--- src/rtl/apb_master_sequencer.sv ---
// apb_master_sequencer
// Back-end sequencer of the AXI-to-APB bridge. Takes single or burst
// transactions from the protocol handler, pulls write data from the write
// FIFO (first-word-fall-through), and runs APB3 SETUP/ACCESS phases toward
// two 4 KB peripheral windows (0x0001_Fxxx -> psel_o[0], 0x0002_Fxxx ->
// psel_o[1]).
//
// Ports
//   clk, rst_n                    clock, asynchronous active-low reset
//   wr_trans_i, rd_trans_i        start strobes (read wins), sampled in IDLE only
//   trans_addr_i, burst_len_i     start address, beats minus one
//   fifo_rdata_i, fifo_empty_i    write FIFO head / empty flag
//   fifo_rden_o                   pop write FIFO
//   read_data_o                   read beat data
//   trans_done_o, trans_error_o   done pulse (per read beat, once per write) and status
//   psel_o, penable_o, pwrite_o   APB controls
//   paddr_o, pwdata_o             APB address / write data
//   prdata0_i, prdata1_i          slave read data
//   pready_i, pslverr_i           per-slave ready / error, indexed like psel_o
//
// Build option
//   APB_TIMEOUT_EN : when defined, an ACCESS phase that sees no pready for
//                    TIMEOUT_CYCLES cycles ends the beat with an error.
//
// state  | meaning
// IDLE   | waiting for a start strobe
// WFETCH | write only: waiting for a FIFO word, pops it into pwdata
// SETUP  | APB setup phase (or decode-error beat end)
// ACCESS | APB access phase, waiting for pready of the selected slave
module apb_master_sequencer #(
  parameter int ADDR_WIDTH     = 32,
  parameter int DATA_WIDTH     = 32,
  parameter int TIMEOUT_CYCLES = 16
) (
  input  logic                  clk,
  input  logic                  rst_n,
  input  logic                  wr_trans_i,
  input  logic                  rd_trans_i,
  input  logic [ADDR_WIDTH-1:0] trans_addr_i,
  input  logic [3:0]            burst_len_i,
  input  logic [DATA_WIDTH-1:0] fifo_rdata_i,
  input  logic                  fifo_empty_i,
  output logic                  fifo_rden_o,
  output logic [DATA_WIDTH-1:0] read_data_o,
  output logic                  trans_done_o,
  output logic                  trans_error_o,
  output logic [1:0]            psel_o,
  output logic                  penable_o,
  output logic                  pwrite_o,
  output logic [ADDR_WIDTH-1:0] paddr_o,
  output logic [DATA_WIDTH-1:0] pwdata_o,
  input  logic [DATA_WIDTH-1:0] prdata0_i,
  input  logic [DATA_WIDTH-1:0] prdata1_i,
  input  logic [1:0]            pready_i,
  input  logic [1:0]            pslverr_i
);

  typedef enum logic [1:0] {
    IDLE   = 2'd0,
    WFETCH = 2'd1,
    SETUP  = 2'd2,
    ACCESS = 2'd3
  } state_e;

  localparam logic [ADDR_WIDTH-13:0] WIN0 = (ADDR_WIDTH-12)'(20'h0001F);
  localparam logic [ADDR_WIDTH-13:0] WIN1 = (ADDR_WIDTH-12)'(20'h0002F);

  state_e                state_q, state_d;
  logic [ADDR_WIDTH-1:0] addr_q, addr_d;
  logic [3:0]            len_q, len_d;
  logic [3:0]            cnt_q, cnt_d;
  logic                  write_q, write_d;
  logic                  sticky_q, sticky_d;
  logic [DATA_WIDTH-1:0] wdata_q, wdata_d;
  logic [DATA_WIDTH-1:0] rdata_q, rdata_d;
  logic                  done_q, done_d;
  logic                  derr_q, derr_d;

  logic                  hit0, hit1, dec_ok, sel_idx;
  logic [1:0]            sel_onehot;
  logic                  pready_sel, pslverr_sel;
  logic [DATA_WIDTH-1:0] prdata_sel;
  logic [ADDR_WIDTH-1:0] addr_next;
  logic                  last_beat;
  logic                  beat_end, beat_err;
  logic [DATA_WIDTH-1:0] beat_rdata;

  // The burst never leaves its 4 KB window, so decode is constant per burst.
  assign hit0        = (addr_q[ADDR_WIDTH-1:12] == WIN0);
  assign hit1        = (addr_q[ADDR_WIDTH-1:12] == WIN1);
  assign dec_ok      = hit0 | hit1;
  assign sel_idx     = hit1;
  assign sel_onehot  = {hit1, hit0};
  assign pready_sel  = pready_i[sel_idx];
  assign pslverr_sel = pslverr_i[sel_idx];
  assign prdata_sel  = sel_idx ? prdata1_i : prdata0_i;
  assign addr_next   = {addr_q[ADDR_WIDTH-1:12], addr_q[11:0] + 12'd4};
  assign last_beat   = (cnt_q == len_q);

`ifdef APB_TIMEOUT_EN
  localparam int TMO_W = (TIMEOUT_CYCLES > 1) ? $clog2(TIMEOUT_CYCLES) : 1;
  logic [TMO_W-1:0] tmo_q, tmo_d;
  logic             tmo_expired;
  // Loaded in SETUP, reaches zero in the TIMEOUT_CYCLES-th ACCESS cycle.
  assign tmo_expired = (tmo_q == '0);
`else
  logic unused_tmo;
  assign unused_tmo = ^TIMEOUT_CYCLES;
`endif

  always_comb begin
    state_d     = state_q;
    addr_d      = addr_q;
    len_d       = len_q;
    cnt_d       = cnt_q;
    write_d     = write_q;
    sticky_d    = sticky_q;
    wdata_d     = wdata_q;
    rdata_d     = rdata_q;
    done_d      = 1'b0;
    derr_d      = 1'b0;
    beat_end    = 1'b0;
    beat_err    = 1'b0;
    beat_rdata  = '0;
    fifo_rden_o = 1'b0;
    psel_o      = 2'b00;
    penable_o   = 1'b0;
`ifdef APB_TIMEOUT_EN
    tmo_d       = tmo_q;
`endif

    case (state_q)
      IDLE: begin
        if (rd_trans_i || wr_trans_i) begin
          addr_d   = trans_addr_i;
          len_d    = burst_len_i;
          cnt_d    = 4'd0;
          sticky_d = 1'b0;
          write_d  = !rd_trans_i;
          state_d  = rd_trans_i ? SETUP : WFETCH;
        end
      end

      WFETCH: begin
        if (!fifo_empty_i) begin
          fifo_rden_o = 1'b1;
          wdata_d     = fifo_rdata_i;
          state_d     = SETUP;
        end
      end

      SETUP: begin
        if (dec_ok) begin
          psel_o  = sel_onehot;
          state_d = ACCESS;
`ifdef APB_TIMEOUT_EN
          tmo_d   = TMO_W'(TIMEOUT_CYCLES - 1);
`endif
        end else begin
          beat_end = 1'b1;
          beat_err = 1'b1;
        end
      end

      ACCESS: begin
        psel_o    = sel_onehot;
        penable_o = 1'b1;
        if (pready_sel) begin
          beat_end   = 1'b1;
          beat_err   = pslverr_sel;
          beat_rdata = prdata_sel;
        end
`ifdef APB_TIMEOUT_EN
        else if (tmo_expired) begin
          beat_end = 1'b1;
          beat_err = 1'b1;
        end else begin
          tmo_d = tmo_q - 1'b1;
        end
`endif
      end

      default: state_d = IDLE;
    endcase

    if (beat_end) begin
      addr_d = addr_next;
      if (!write_q) begin
        rdata_d = beat_rdata;
        done_d  = 1'b1;
        derr_d  = beat_err;
      end else begin
        sticky_d = sticky_q | beat_err;
        if (last_beat) begin
          done_d = 1'b1;
          derr_d = sticky_q | beat_err;
        end
      end
      if (last_beat) begin
        state_d = IDLE;
      end else begin
        cnt_d   = cnt_q + 4'd1;
        state_d = write_q ? WFETCH : SETUP;
      end
    end
  end

  always_ff @(posedge clk or negedge rst_n) begin
    if (!rst_n) begin
      state_q  <= IDLE;
      addr_q   <= '0;
      len_q    <= '0;
      cnt_q    <= '0;
      write_q  <= 1'b0;
      sticky_q <= 1'b0;
      wdata_q  <= '0;
      rdata_q  <= '0;
      done_q   <= 1'b0;
      derr_q   <= 1'b0;
`ifdef APB_TIMEOUT_EN
      tmo_q    <= '0;
`endif
    end else begin
      state_q  <= state_d;
      addr_q   <= addr_d;
      len_q    <= len_d;
      cnt_q    <= cnt_d;
      write_q  <= write_d;
      sticky_q <= sticky_d;
      wdata_q  <= wdata_d;
      rdata_q  <= rdata_d;
      done_q   <= done_d;
      derr_q   <= derr_d;
`ifdef APB_TIMEOUT_EN
      tmo_q    <= tmo_d;
`endif
    end
  end

  assign paddr_o       = addr_q;
  assign pwrite_o      = write_q;
  assign pwdata_o      = wdata_q;
  assign read_data_o   = rdata_q;
  assign trans_done_o  = done_q;
  assign trans_error_o = derr_q;

endmodule

--- config.mk ---
export PLATFORM = sky130hd
export DESIGN_NAME = apb_master_sequencer
export DESIGN_NICKNAME = d
export VERILOG_FILES = /design/src/rtl/apb_master_sequencer.sv
export SDC_FILE = /design/constraint.sdc
export NUM_CORES = 1
export LEC_CHECK = 0
export ABC_AREA = 1
export BUFFER_PORTS_ARGS = -buffer_cell sky130_fd_sc_hd__clkbuf_2
export CORE_MARGIN = 2
export CORE_UTILIZATION = 50
export DETAILED_ROUTE_END_ITERATION = 12
export GPL_ROUTABILITY_DRIVEN = 0
export HOLD_SLACK_MARGIN = 0.05
export PLACE_DENSITY = 0.87
export SKIP_CTS_REPAIR_TIMING = 1
export SYNTH_ARGS = -nofsm -noshare
export SYNTH_HDL_FRONTEND = slang
export SYNTH_SLANG_ARGS = --single-unit
--- constraint.sdc ---
create_clock -name clk -period 6.2 [get_ports clk]
set_clock_uncertainty 0.2 [all_clocks]
set_input_delay 0.31 -clock clk [delete_from_list [all_inputs] [get_ports clk]]
set_output_delay 0.31 -clock clk [all_outputs]
set_load 0.02 [all_outputs]
After elaboration in Yosys (flattened, before gate mapping):

Cells that the tools add are included.

* magnitude comparators: 1
* mux-type cells: 42
* bitwise operators: 5
* $add $sub $neg: 2
* reduce and logical (&&, ||, !) cells: 12
* equal/unequal tests: 9

Operators by type and width (number)
* 2-to-1 mux 32 bit: 3
* 2-to-1 mux 12 bit: 3
* equality test 20 x 5 -> 1 bit, second input constant: 1
* equality test 20 x 6 -> 1 bit, second input constant: 1
* 2-to-1 mux 1 bit: 20
* 2-to-1 mux 2 bit: 8
* 2-to-1 mux 4 bit: 4
* adder 12 x 3 -> 12 bit, second input constant: 1
* != test 3 bit, second input constant: 3
* AND reduction 2 bit: 4
* one-hot mux 2 bit (3 select lines): 1
* adder 4 x 1 -> 4 bit, second input constant: 1
* equality test 2 bit, second input constant: 2
* equality test 4 bit: 1
* one-hot mux 1 bit (2 select lines): 2
* one-hot mux 2 bit (2 select lines): 1
* AND reduction 4 bit: 1
* nonzero test 2 bit: 2
* nonzero test 4 bit: 1
* NOT 1 bit: 3
* AND reduction 3 bit: 1
* equality test 2 x 1 -> 1 bit, second input constant: 1
* logical NOT 2 bit: 1
* less-than comparator 1 x 2 -> 1 bit, second input constant: 1
* other kinds (3): 4

* input port bits: 141
* register bits: 110
* logic and storage cells: 82

Depth between registers and ports, before layout:

* depth after elaboration: 9
* depth in mapped cells: 13
* depth with buffers taken out: 12

Worst setup path before layout:

OpenSTA, ideal clock, no wires.

* path type: flip-flop to flip-flop
* start point: register addr_q[19] (netlist: paddr_o[19])
* end point: register rdata_q[27] (netlist: read_data_o[27])
* path buffers: 2
* arrival: 1.754 ns
* setup slack: 4.114 ns
* setup time: 0.132 ns
* cell stages (with the launch flop): 12
* cell sequence: dfrtp_1 -> or2_1 -> nor2_2 -> nand3_4 -> nand2_2 -> nand3_4 -> nand2_4 -> inv_2 -> buf_6 -> buf_6 -> o21ai_1 -> o21ai_1

* cells in the longest elaborated chain, start to end: 6

Ends and longest elaborated chain
* start: declaration: line 69 `logic [ADDR_WIDTH-1:0] addr_q, addr_d;`
* start signal: assignment: line 225 `addr_q <= addr_d;`
* equality test 20 x 6 -> 1 bit: line 90 `assign hit1 = (addr_q[ADDR_WIDTH-1:12] == WIN1);`
* 2-to-1 mux 1 bit (implied by the code) (2 in a row): line 94 `assign pready_sel = pready_i[sel_idx];`
* 2-to-1 mux 1 bit: line 168 `if (pready_sel) begin`
* one-hot mux 1 bit (2 select lines): line 132 `case (state_q)`
* AND reduction 2 bit (no line)
* end signal: assignment: line 231 `rdata_q <= rdata_d;`
* end: declaration: line 75 `logic [DATA_WIDTH-1:0] rdata_q, rdata_d;`

Several ways; a longest one is shown, not always the timed one. The select of a mux whose other input is x is not followed.
A chain may end at the register's enable or synchronous reset.

Worst setup path in the final report:

* start point: register addr_q[31] (netlist: paddr_o[31])
* end point: register addr_q[11] (netlist: paddr_o[11])

* cells in the longest elaborated chain, start to end: 7

Ends and longest elaborated chain (line)
* equality test 20 x 6 -> 1 bit: 90
* 2-to-1 mux 1 bit (implied by the code) (2 in a row): 94
* 2-to-1 mux 1 bit: 168
* one-hot mux 1 bit (2 select lines) (*): 132
* nonzero test 2 bit (no line)
* AND reduction 2 bit (no line)

Every way passes the cells marked *; elsewhere a longest branch is shown, timed or not. The select of a mux whose other input is x is not followed.

==> run metrics <==
fillers about 770; largest area contributor in the netlist dfrtp_1; number of DRC markers in iteration 0 around 340; CTS sink cnt between 100 and 150; vias in the first global route roughly 4.6k; drt via density a little over 5; setup slack after layout 2.455 ns; Critical path buffers and inverters 1; Synthesized Nets roughly 780; grt ovf 0; Syn. warnings 0; final slew viol count 0; WL per Instance approximately 15 um; Die Area 11430 um2; first-pass GRT wire length 21080 um; synth top area cells dfrtp_1, nand2_1, mux2_2; worst relative slew slack 0.1671; io pins 244; Synth Cell Area around 5300 um2; initial core utilization 0.5128; worst slew pin tran between 1 and 1.5 ns; Seq/Total Area, Yosys 0.5200; post-route setup TNS 0 ns; unrepaired setup endpoints after global routing no; CP Launch Type flop; nets 1070; commonest cells in the netlist nand2_1, dfrtp_1, o21ai_1; CTS tree done; DIE HEIGHT 106.9 um; Crit path arrival time between 3 and 4 ns; Worst Path Max Fanout 39; Setup-failing EPs final 0; Peak supply drop between 0.2 and 0.3 mV; outcome finished clean; synth unique cells 31; core footprint between 10000 and 15000 um2; largest net degree at the start of global routing 70; Max-Cap Viols 0; EDFF count, synth 0; CP max stage cell nand2_1; TritonCTS buffer count 9; iteration count of the initial detailed-routing pass 5; Clock Pin Slew Worst Setup and Hold Paths 0.11 ns; synthesis-stage register bit count 110; ANT nets after route 0; Site Rows 37; Die W between 100 and 150 um; post-DP HPWL between 9000 and 10000 um; Crit Path Category flop to flop; leakage between 4 and 5 nW; Syn-to-layout area delta 40.01%; antenna violations before repair 0; maximum root-to-sink buffer count 2; IO buf count between 200 and 250; via count about 5.4k; Post-Syn Instances between 600 and 700; # DRC 0; clk_lat worst skew ~0.37 ns; Final Power between 0.003 and 0.004 W; Place WS about 2.5 ns; ant diodes 0; worst-path cell chain nor2_1, nand2_1, nor2_2, nand3_4, nand2_2, nand3_4, nand2_4, inv_2, nand2_1, nand3_1, nand3_1; Critical Path RT around 6.3 ns; GR Util All Layers 0.2308; HP Class primary input to flop; Peak Freq 0.2671 GHz; Final Hold Vio Count 0; CP Capture Type flop; clk root buf clkbuf_8; Post-synth ARST share 1.000; Yosys top cell area share 0.5200; Post-Syn Area per Cell between 8 and 9 um2; Top Family by Delay on Critical Path simple AND/OR/NAND/NOR gates; Max H-tree Level 3; final worst path period need about 3.7 ns; ys flop type dfrtp_1; pwr dens roughly 470 nW/um2; layout cell share with drive strength beyond 1 0.3341; WL final approximately 15000 um; Tcrit/Tclk final 0.6040; most numerous cell in the Yosys netlist nand2_1; slowest cell delay on critical path 0.64 ns
## final cells by class
class,count,area (um2),area share
clock buffer,9,123.9,0.01671
clock inverter,7,55.05,0.007427
timing repair buffer,314,1922,0.2593
inverter,20,75.07,0.01013
multi-input combinational,468,2313,0.3121
tap,136,170.2,0.02296
sequential,110,2753,0.3714
## cells in the final DEF, fill, tap and decap left out, drive strengths merged
| master | n |
|---|---|
| nand2 | 272 |
| clkbuf | 251 |
| dfrtp | 110 |
| o21ai | 75 |
| dlygate4sd3 | 68 |
| mux2 | 32 |
| nor2 | 29 |
| nand3 | 28 |
| inv | 21 |
| xor2 | 6 |
| ha | 6 |
| clkinv | 6 |
| or2 | 5 |
| a21oi | 4 |
| buf | 4 |
| nand4 | 3 |
| nor3 | 3 |
| nand3b | 3 |
| xnor2 | 1 |
| or3 | 1 |
## registers in the layout (all words and copies together) (netlist names)
register,cells
cnt_q,4
sticky_q,1
paddr_o,32
pwrite_o,1
trans_done_o,1
state_q,2
len_q,4
pwdata_o,32
trans_error_o,1
read_data_o,32
## stage by stage
stage | instances | hold slack, ns | util | instance area [um2]
final | 1064 | 0.04671 | 0.7180 | 7412
after global placement | 980 | 0.1232 | 0.6347 | 6553
after detailed placement | 980 | 0.1196 | 0.6347 | 6553
after floorplan | 628 | -0.1856 | - | 5294
after global routing | 1064 | 0.07793 | 0.7180 | 7412
after CTS | 996 | -0.3022 | 0.6520 | 6731
## worst reg2reg max path, delay by kind of cell (launching register included)
family / cells / cell delay, ns
buffers and inverters: 1 / 0.31
DFF: 1 / 0.43
and+or+nand+nor: 10 / 2.72
## report_power, final
group | internal [W] | total (W) | switching (W)
registers | 0.00105 | 0.00128 | 0.000228
logic | 0.000566 | 0.00176 | 0.00120
clock network | 0.000152 | 0.000409 | 0.000257
## cell families after synthesis
family / Yosys count / synth area share
XOR/XNOR: 7 / 0.01158
AND/OR/NAND/NOR: 344 / 0.2676
flip-flops: 110 / 0.5200
multiplexers: 32 / 0.06807
AO/OA/AOI/OAI: 79 / 0.07469
adder cells (fa/ha/maj): 6 / 0.01418
buffers and inverters: 50 / 0.04396
## per-layer routing
| layer | GRT usage | share of wire | vias to the layer above |
|---|---|---|---|
| met2 | 0.4049 | 0.52 | 267 |
| li1 | - | - | 2601 |
| met3 | 0.04073 | 0.069 | 50 |
| met1 | 0.2800 | 0.38 | 2526 |
| met4 | 0.09740 | 0.034 | 0 |
| met5 | 0 | 0 | - |
## path summary, 6_finish.rpt
check / cells past startpoint / slack (ns) / startpoint / endpoint
worst max-delay path: 11 / 2.46 / paddr_o[31] / paddr_o[11]
worst min-delay path: 5 / 0.05 / trans_addr_i[5] / paddr_o[5]
worst max register to register: 11 / 2.46 / paddr_o[31] / paddr_o[11]
worst min register to register: 2 / 0.28 / pwdata_o[27] / pwdata_o[27]
max in group asynchronous: 3 / 4.27 / rst_n / state_q[1]
min in group asynchronous: 2 / 0.23 / rst_n / pwdata_o[9]
Power figures use the tool's default switching activity.
